--- src/rtl/pe_pkg.sv ---
// Shared types and helpers for the output-stationary MAC processing element.
// Provides the accumulation FSM encoding, the width legality check and a saturating adder.
package pe_pkg;

    typedef enum logic {
        IDLE = 1'b0,
        ACC  = 1'b1
    } pe_state_e;

    // Operands of sat_add are pre-extended to this width so one function serves every ACC_WIDTH.
    localparam int unsigned SAT_MAX_W = 128;
    localparam logic [SAT_MAX_W-1:0] SAT_ONE = SAT_MAX_W'(1);

    function automatic bit acc_width_ok(input int dw, input int aw);
        return (aw >= 2 * dw) && (aw < SAT_MAX_W);
    endfunction

    // Adds two width-bit values (already sign/zero-extended to SAT_MAX_W) and clamps to the
    // representable range of a width-bit signed or unsigned number.
    function automatic logic [SAT_MAX_W-1:0] sat_add(
        input  logic [SAT_MAX_W-1:0] x,
        input  logic [SAT_MAX_W-1:0] y,
        input  int unsigned          width,
        input  bit                   is_signed,
        output logic                 clamped
    );
        logic [SAT_MAX_W-1:0] sum;
        logic [SAT_MAX_W-1:0] hi;
        sum     = x + y;
        clamped = 1'b0;
        if (is_signed) begin
            hi = (SAT_ONE << (width - 1)) - SAT_ONE;
            if ($signed(sum) > $signed(hi)) begin
                sum     = hi;
                clamped = 1'b1;
            end else if ($signed(sum) < $signed(~hi)) begin
                sum     = ~hi;
                clamped = 1'b1;
            end
        end else begin
            hi = (SAT_ONE << width) - SAT_ONE;
            if (sum > hi) begin
                sum     = hi;
                clamped = 1'b1;
            end
        end
        return sum;
    endfunction

endpackage

--- src/rtl/pe_drain_slot.sv ---
// One-entry ready/valid output register with a priority source and a pass-through source.
// The priority source always wins when the slot can accept; also used by the row-edge collector.
module pe_drain_slot #(
    parameter int WIDTH = 40
) (
    input  logic             clk,
    input  logic             rst_n,
    input  logic [WIDTH-1:0] pri_data,
    input  logic             pri_vld,
    output logic             pri_take,
    input  logic [WIDTH-1:0] sec_data,
    input  logic             sec_vld,
    output logic             sec_rdy,
    output logic [WIDTH-1:0] out_data,
    output logic             out_vld,
    input  logic             out_rdy
);

    logic free;

    assign free     = ~out_vld | out_rdy;
    assign pri_take = free & pri_vld;
    assign sec_rdy  = free & ~pri_vld;

    // out_data only changes when the slot is free, so it holds steady under backpressure.
    always_ff @(posedge clk or negedge rst_n) begin
        if (!rst_n) begin
            out_data <= '0;
            out_vld  <= 1'b0;
        end else if (free) begin
            if (pri_vld) begin
                out_data <= pri_data;
                out_vld  <= 1'b1;
            end else if (sec_vld) begin
                out_data <= sec_data;
                out_vld  <= 1'b1;
            end else begin
                out_vld  <= 1'b0;
            end
        end
    end

endmodule

--- src/rtl/pe_mac_os.sv ---
// Output-stationary MAC PE: valid/last qualified operands, one pending result, drain chain.
// Define PE_SATURATE_EN for saturating accumulation and the sticky sat_flag output.
module pe_mac_os
    import pe_pkg::*;
#(
    parameter int DATAWIDTH = 16,
    parameter int ACC_WIDTH = 40,
    parameter int SIGNED    = 1
) (
    input  logic                 clk,
    input  logic                 rst_n,
    input  logic [DATAWIDTH-1:0] a_in,
    input  logic                 a_vld_in,
    input  logic                 last_in,
    input  logic [DATAWIDTH-1:0] b_in,
    input  logic                 b_vld_in,
    output logic [DATAWIDTH-1:0] a_out,
    output logic                 a_vld_out,
    output logic                 last_out,
    output logic [DATAWIDTH-1:0] b_out,
    output logic                 b_vld_out,
    input  logic [ACC_WIDTH-1:0] c_in,
    input  logic                 c_vld_in,
    output logic                 c_rdy_out,
    output logic [ACC_WIDTH-1:0] c_out,
    output logic                 c_vld_out,
    input  logic                 c_rdy_in,
    output logic                 err_ovr
`ifdef PE_SATURATE_EN
    ,
    output logic                 sat_flag
`endif
);

    if (!acc_width_ok(DATAWIDTH, ACC_WIDTH)) begin : g_bad_width
        $error("pe_mac_os: ACC_WIDTH must be >= 2*DATAWIDTH");
    end

    localparam int PW        = 2 * DATAWIDTH;
    localparam bit IS_SIGNED = (SIGNED != 0);

    pe_state_e            state;
    logic [ACC_WIDTH-1:0] acc;
    logic [ACC_WIDTH-1:0] acc_base;
    logic [ACC_WIDTH-1:0] prod;
    logic [ACC_WIDTH-1:0] sum;
    logic [ACC_WIDTH-1:0] res_reg;
    logic [PW-1:0]        a_ext;
    logic [PW-1:0]        b_ext;
    logic [PW-1:0]        prod_raw;
    logic                 fire;
    logic                 done;
    logic                 res_pend;
    logic                 pend_take;

    assign fire = a_vld_in & b_vld_in;
    assign done = fire & last_in;

    // Extending both operands to 2*DATAWIDTH first makes the low product bits exact either way.
    assign a_ext    = IS_SIGNED ? PW'($signed(a_in)) : PW'(a_in);
    assign b_ext    = IS_SIGNED ? PW'($signed(b_in)) : PW'(b_in);
    assign prod_raw = a_ext * b_ext;
    assign prod     = IS_SIGNED ? ACC_WIDTH'($signed(prod_raw)) : ACC_WIDTH'(prod_raw);

    // Starting from zero in IDLE lets one adder serve both the first beat and the accumulate.
    assign acc_base = (state == ACC) ? acc : '0;

`ifdef PE_SATURATE_EN
    logic clamped;

    function automatic logic [SAT_MAX_W-1:0] widen(input logic [ACC_WIDTH-1:0] x);
        return IS_SIGNED ? SAT_MAX_W'($signed(x)) : SAT_MAX_W'(x);
    endfunction

    always_comb begin
        // NOTE: every variable written here gets a default first, so no path can infer a latch.
        clamped = 1'b0;
        sum     = ACC_WIDTH'(sat_add(widen(acc_base), widen(prod), ACC_WIDTH, IS_SIGNED, clamped));
    end

    always_ff @(posedge clk or negedge rst_n) begin
        if (!rst_n) begin
            sat_flag <= 1'b0;
        end else if (fire && clamped) begin
            sat_flag <= 1'b1;
        end
    end
`else
    assign sum = acc_base + prod;
`endif

    // NOTE: sequential state uses non-blocking assignments so every register sees pre-edge values.
    always_ff @(posedge clk or negedge rst_n) begin
        if (!rst_n) begin
            state <= IDLE;
            acc   <= '0;
        end else if (fire) begin
            if (last_in) begin
                state <= IDLE;
                acc   <= '0;
            end else begin
                state <= ACC;
                acc   <= sum;
            end
        end
    end

    // A finished result is dropped only if the previous one is still waiting after this edge.
    always_ff @(posedge clk or negedge rst_n) begin
        if (!rst_n) begin
            res_reg  <= '0;
            res_pend <= 1'b0;
            err_ovr  <= 1'b0;
        end else if (done) begin
            if (res_pend && !pend_take) begin
                err_ovr <= 1'b1;
            end else begin
                res_reg  <= sum;
                res_pend <= 1'b1;
            end
        end else if (pend_take) begin
            res_pend <= 1'b0;
        end
    end

    always_ff @(posedge clk or negedge rst_n) begin
        if (!rst_n) begin
            a_out     <= '0;
            b_out     <= '0;
            a_vld_out <= 1'b0;
            b_vld_out <= 1'b0;
            last_out  <= 1'b0;
        end else begin
            a_vld_out <= a_vld_in;
            b_vld_out <= b_vld_in;
            last_out  <= last_in;
            if (a_vld_in) a_out <= a_in;
            if (b_vld_in) b_out <= b_in;
        end
    end

    pe_drain_slot #(
        .WIDTH(ACC_WIDTH)
    ) u_drain (
        .clk      (clk),
        .rst_n    (rst_n),
        .pri_data (res_reg),
        .pri_vld  (res_pend),
        .pri_take (pend_take),
        .sec_data (c_in),
        .sec_vld  (c_vld_in),
        .sec_rdy  (c_rdy_out),
        .out_data (c_out),
        .out_vld  (c_vld_out),
        .out_rdy  (c_rdy_in)
    );

endmodule

--- config.mk ---
export PLATFORM = sky130hd
export DESIGN_NAME = pe_mac_os
export DESIGN_NICKNAME = d
export VERILOG_FILES = /design/src/rtl/pe_pkg.sv /design/src/rtl/pe_drain_slot.sv /design/src/rtl/pe_mac_os.sv
export SDC_FILE = /design/constraint.sdc
export NUM_CORES = 1
export LEC_CHECK = 0
export ABC_AREA = 1
export CORE_MARGIN = 4
export CORE_UTILIZATION = 25
export DETAILED_ROUTE_END_ITERATION = 12
export DONT_BUFFER_PORTS = 1
export GPL_ROUTABILITY_DRIVEN = 0
export HOLD_SLACK_MARGIN = 0.1
export SYNTH_ARGS = -nofsm -noshare
export SYNTH_HDL_FRONTEND = slang
export SYNTH_SLANG_ARGS = --single-unit
--- constraint.sdc ---
create_clock -name clk -period 3.65 [get_ports clk]
set_input_delay 0.73 -clock clk [delete_from_list [all_inputs] [get_ports clk]]
set_output_delay 0.73 -clock clk [all_outputs]
set_load 0.02 [all_outputs]
==> After elaboration in Yosys (flattened, before gate mapping) <==
Index checks and enable logic that the tools add are counted.
{ "word_totals": {"reg_bits": 159, "inputBits": 79, "output_inout_bits": 78, "wordCells": 41} }
{ "op_classes": {"addsub": 1, "n_mul": 1, "eq_ne": 1, "n_mux": 10, "n_bitwise": 8, "n_reduce_logical": 8} }
{ "op_table": {"columns": ["operator", "count"], "rows": [
  ["2-to-1 mux 40 bit", 4],
  ["adder 40 bit", 1],
  ["multiplier 16 x 16 -> 32 bit", 1],
  ["AND reduction 2 bit", 4],
  ["2-to-1 mux 1 bit", 6],
  ["bitwise AND 1 bit", 4],
  ["nonzero test 2 bit", 2],
  ["inverter 1 bit", 3],
  ["inequality test 2 bit, second input constant", 1],
  ["logical AND 1 bit", 1],
  ["logical NOT 1 bit", 1],
  ["bitwise OR 1 bit", 1]
]} }

==> Longest topological paths before layout <==
{ "logic_depth": {"word_depth": 7, "ltp_mapped": 43, "ltp_nobuf": 41} }

==> By module <==
From an unflattened synthesis, not the netlist that was laid out.
{ "unflattened": {"cells_unflattened": 2428, "hier_area_um2": 19030.8} }
{ "by_module_without_submodules": {"columns": ["mod", "instances", "cells_each", "area_each_um2", "seq_area_each_um2"], "rows": [
  ["pe_mac_os", 1, 2117, 16907.5, 2952.8],
  ["pe_drain_slot", 1, 311, 2123.3, 1026.0]
]} }

==> Worst setup path after synthesis <==
OpenSTA, ideal clock, no wires.
{ "synth_timing": {"path_type": "input-to-reg", "from": "input port b_in[7]", "to": "register acc[35]", "setup_time_ns": 0.117, "arrival_time_ns": 7.631, "required_ns": 3.533, "setup_slack_ns": -4.098, "stages": 40, "path_buffers": 2, "cell_sequence": "clkbuf_1 > clkbuf_1 > nand2_1 > fa_1 > inv_1 > fa_1 > inv_1 > fa_1 > inv_1 > fa_1 > fa_1 > inv_1 > fa_1 > inv_1 > ha_1 > nand2_1 > a21oi_1 > nor2_1 > [4 not listed] > nand2_1 > a21oi_1 > o21ai_1 > a21oi_1 > xor2_1 > inv_1 > ha_1 > nand2_1 > inv_1 > a21oi_1 > o21ai_0 > a221oi_1 > inv_1 > nand2_1 > nand2_1 > xor2_1 > nand2_1 > nand2_1"} }
{ "synth_between": {"elab_chain_cells": 3} }
{ "synth_rtl": {"columns": ["element", "line_no", "text"], "rows": [
  ["start, declared", "pe_mac_os.sv:15", "input logic [DATAWIDTH-1:0] b_in,"],
  ["multiplier 16 x 16 -> 32 bit", "pe_mac_os.sv:62", "assign prod_raw = a_ext * b_ext;"],
  ["adder 40 bit", "pe_mac_os.sv:89", "assign sum = acc_base + prod;"],
  ["2-to-1 mux 40 bit", "pe_mac_os.sv:98", "if (last_in) begin"],
  ["end signal, assigned", "pe_mac_os.sv:103", "acc <= sum;"],
  ["end, declared", "pe_mac_os.sv:43", "logic [ACC_WIDTH-1:0] acc;"]
]} }
Every way passes these cells.
A chain may end at the register's enable or synchronous reset.

==> Final worst setup path <==
{ "layout_timing": {"from": "input port b_in[15]", "to": "register acc[35]"} }
The elaborated chain is that of the path after synthesis.

==> out/results.ini <==
[synth]
yosysWarningCount = 0
synth.avg_cell_area_um2 = 7.90
ys_ff_latch = 159
synth_common_cells = 661 x nand2_1, 542 x inv_1, 263 x fa_1, 159 x dfrtp_1, 123 x ha_1
synth_area_leader_cell = fa_1
mappedNetlistArea_um2 = 18900
syn_nets = 2860
synth_edf_count = 0
synth_top_flop_cell = dfrtp_1
synth_cell_types = 43
ys_top_cells_by_area = fa_1 28%, dfrtp_1 21%, nand2_1 13%
async_flop_share = 1.00
synth_top_area_frac = 0.278
synth_cells = 2395
yosys.cell_count.top_type = nand2_1
yosysSeqAreaShare = 0.210

[sta]
final_hold_viol_count = 65
whs_ns = -0.0601
slew_viol_final = 0
min_period_ns = 6.77
setup_violations = 68
slew_headroom = 0.239
worst-slew-pin-transition_ns = 1.14
fmax_mhz = 148
rsz0062_at_grt = yes
finalCritPeriodShare = 1.85
setup_ws_ns = -3.12
skew_ns = 0.0163

[global_route]
overflow = 0
use_met3 = 0.0222
met2_usage = 0.241
grt_max_degree = 160
grt.total_usage = 0.135
antenna_found_initial = 2
grt_busiest_layer = met2
grt_pass1_vias = 17185
grt_pass1_wl_um = 87500
grt_use_met1 = 0.166

[worst_setup_path]
required_ns = 4.07
start_kind = primary input
crit_top_cell = fa_1
slowest_stage = fa_1
critPathMaxStageDelay_ns = 0.55
critical_path_class = primary input to register
endpoint_kind = register
cp_max_fo = 4
cp.arrival_ns = 7.19

[final_layout]
final_layout_size_suffix_gt1_frac = 0.290
area_growth_pct = 35.0
final_nets = 3094

[min_path]
worstHoldPathType = primary input to async pin

[drt]
drt_first_pass_iters = 7
drcViolationCount = 0
antenna_left = 0
vias_per_cell = 4.40
wire_per_inst_um = 14.8
drt_wl_total_um = 53400
drtIter0Drc = 711
vias = 15883

[cts]
cts_tree = built
clk_pin_slew_ns = 0.08
cts_made_buffers = 17
cts_root_buf = clkbuf_16
cts-htree-levels = 4
cts_max_path_buffers = 2
clk_latency_ns = 0.48
clock-sinks = 159

[place]
dp_slack_ns = -3.80
port_buffers = 0
place_hpwl_um = 40100

[floorplanning]
die_w_um = 283
core_um2 = 74700
initial_utilization = 0.253
num_rows = 100
die_y_um = 283
top_level_ports = 157
die-area_um2 = 80200

[run]
maxCapViolations = 0

[outcome]
violations = negative hold slack, negative setup slack
status = complete, but fails checks

[placed cells by master, fill, tap and decap left out, types with 5 or more instances in the layout]
cell type  count
fa_1         253
xnor2_4        9
o21ai_1       52
inv_2         45
ha_4          48
a21oi_2       26
xnor2_2       13
a31oi_4        6
xor2_4         9
a21o_1         9
ha_2           5
o21a_1         5
o21ai_4       10
a21oi_4       21
nor2_4        18
buf_4        238
o21ai_2       15
dfrtp_1      159
a21oi_1       24
nand2_4       29
nand3_1       34
fa_2          10
nand2_2       54
o21ai_0       18
xnor2_1        7
inv_1        495
nand2_1      586
clkbuf_16     17
a31oi_1       43
nand3_2       14
ha_1          70
nand4_1        9
xor2_1        15
nor2_2        16
mux2_2        31
nor2_1        85
buf_6         79
[cell families (layout without fill, tap and decap cells)]
family / after synthesis / in the layout / synth area share
other: 0 / 1 / 0
AND/OR/NAND/NOR: 868 / 868 / 0.183
buffers and inverters: 649 / 896 / 0.129
AO/OA/AOI/OAI: 245 / 245 / 0.0737
flip-flops: 159 / 159 / 0.210
XOR/XNOR: 57 / 57 / 0.0264
adder cells (fa/ha/maj): 386 / 386 / 0.360
multiplexers: 31 / 31 / 0.0184
[worst max-delay path, delay by kind of cell]
kind                       cells  cell delay [ns]
AOI/OAI and AO/OA              9             1.36
xor gates and xnor gates       2             0.35
adders and majority gates      8             3.51
buffers and inverters          8             0.74
and+or+nand+nor                5             0.49
[per-layer routing]
| metal | wire length, um | vias to the layer above |
|---|---|---|
| li1 | - | 7610 |
| met1 | 22500 | 7885 |
| met2 | 27300 | 306 |
| met3 | 2320 | 80 |
| met4 | 1290 | 2 |
| met5 | 13 | - |
[cell type report]
| type | count | area, um2 |
|---|---|---|
| fill | 7550 | 49200 |
| antenna | 1 | 2.50 |
| multi-input combinational | 1587 | 15000 |
| clock buffer | 19 | 443 |
| inverter | 545 | 2060 |
| timing repair buffer | 319 | 2720 |
| clock inverter | 13 | 175 |
| tap | 969 | 1210 |
| sequential | 159 | 3980 |
[final timing paths]
kind,cells past startpoint,start,to,slack (ns)
setup / recovery,32,b_in[15],acc[35]$_DFFE_PN0P_,-3.12
hold / removal,0,rst_n,res_reg[34]$_DFFE_PN0P_,-0.06
setup reg to reg,18,state$_DFFE_PN0P_,res_reg[28]$_DFFE_PN0P_,0.51
hold reg to reg,2,res_reg[24]$_DFFE_PN0P_,res_reg[24]$_DFFE_PN0P_,0.48
max in group asynchronous,0,rst_n,acc[16]$_DFFE_PN0P_,3.35
min in group clk,0,b_vld_in,b_vld_out$_DFF_PN0_,0.27
[timing repair]
item | 4_1_cts | 5_1_grt
gates resized for setup | 274 | 189
hold endpoints to repair | 159 | 159
pin swaps | 124 | 90
buffers inserted | 53 | 34
setup endpoints to repair | 68 | 70
[through the flow]
step,TNS [ns],utilization,hold WS [ns],area (um2),std cells
after floorplan,-178.61,-,0.434,20000,2395
after global placement,-206.10,0.297,0.442,22200,3505
after detailed placement,-208.16,0.297,0.441,22200,3505
after CTS,-163.83,0.327,-0.115,24500,3586
after global routing,-184.74,0.342,-0.0912,25500,3611
final,-171.37,0.342,-0.0601,25500,3612
Power is not shown: default switching activity piles up to over one toggle a cycle in this logic, so the estimate is an artifact.
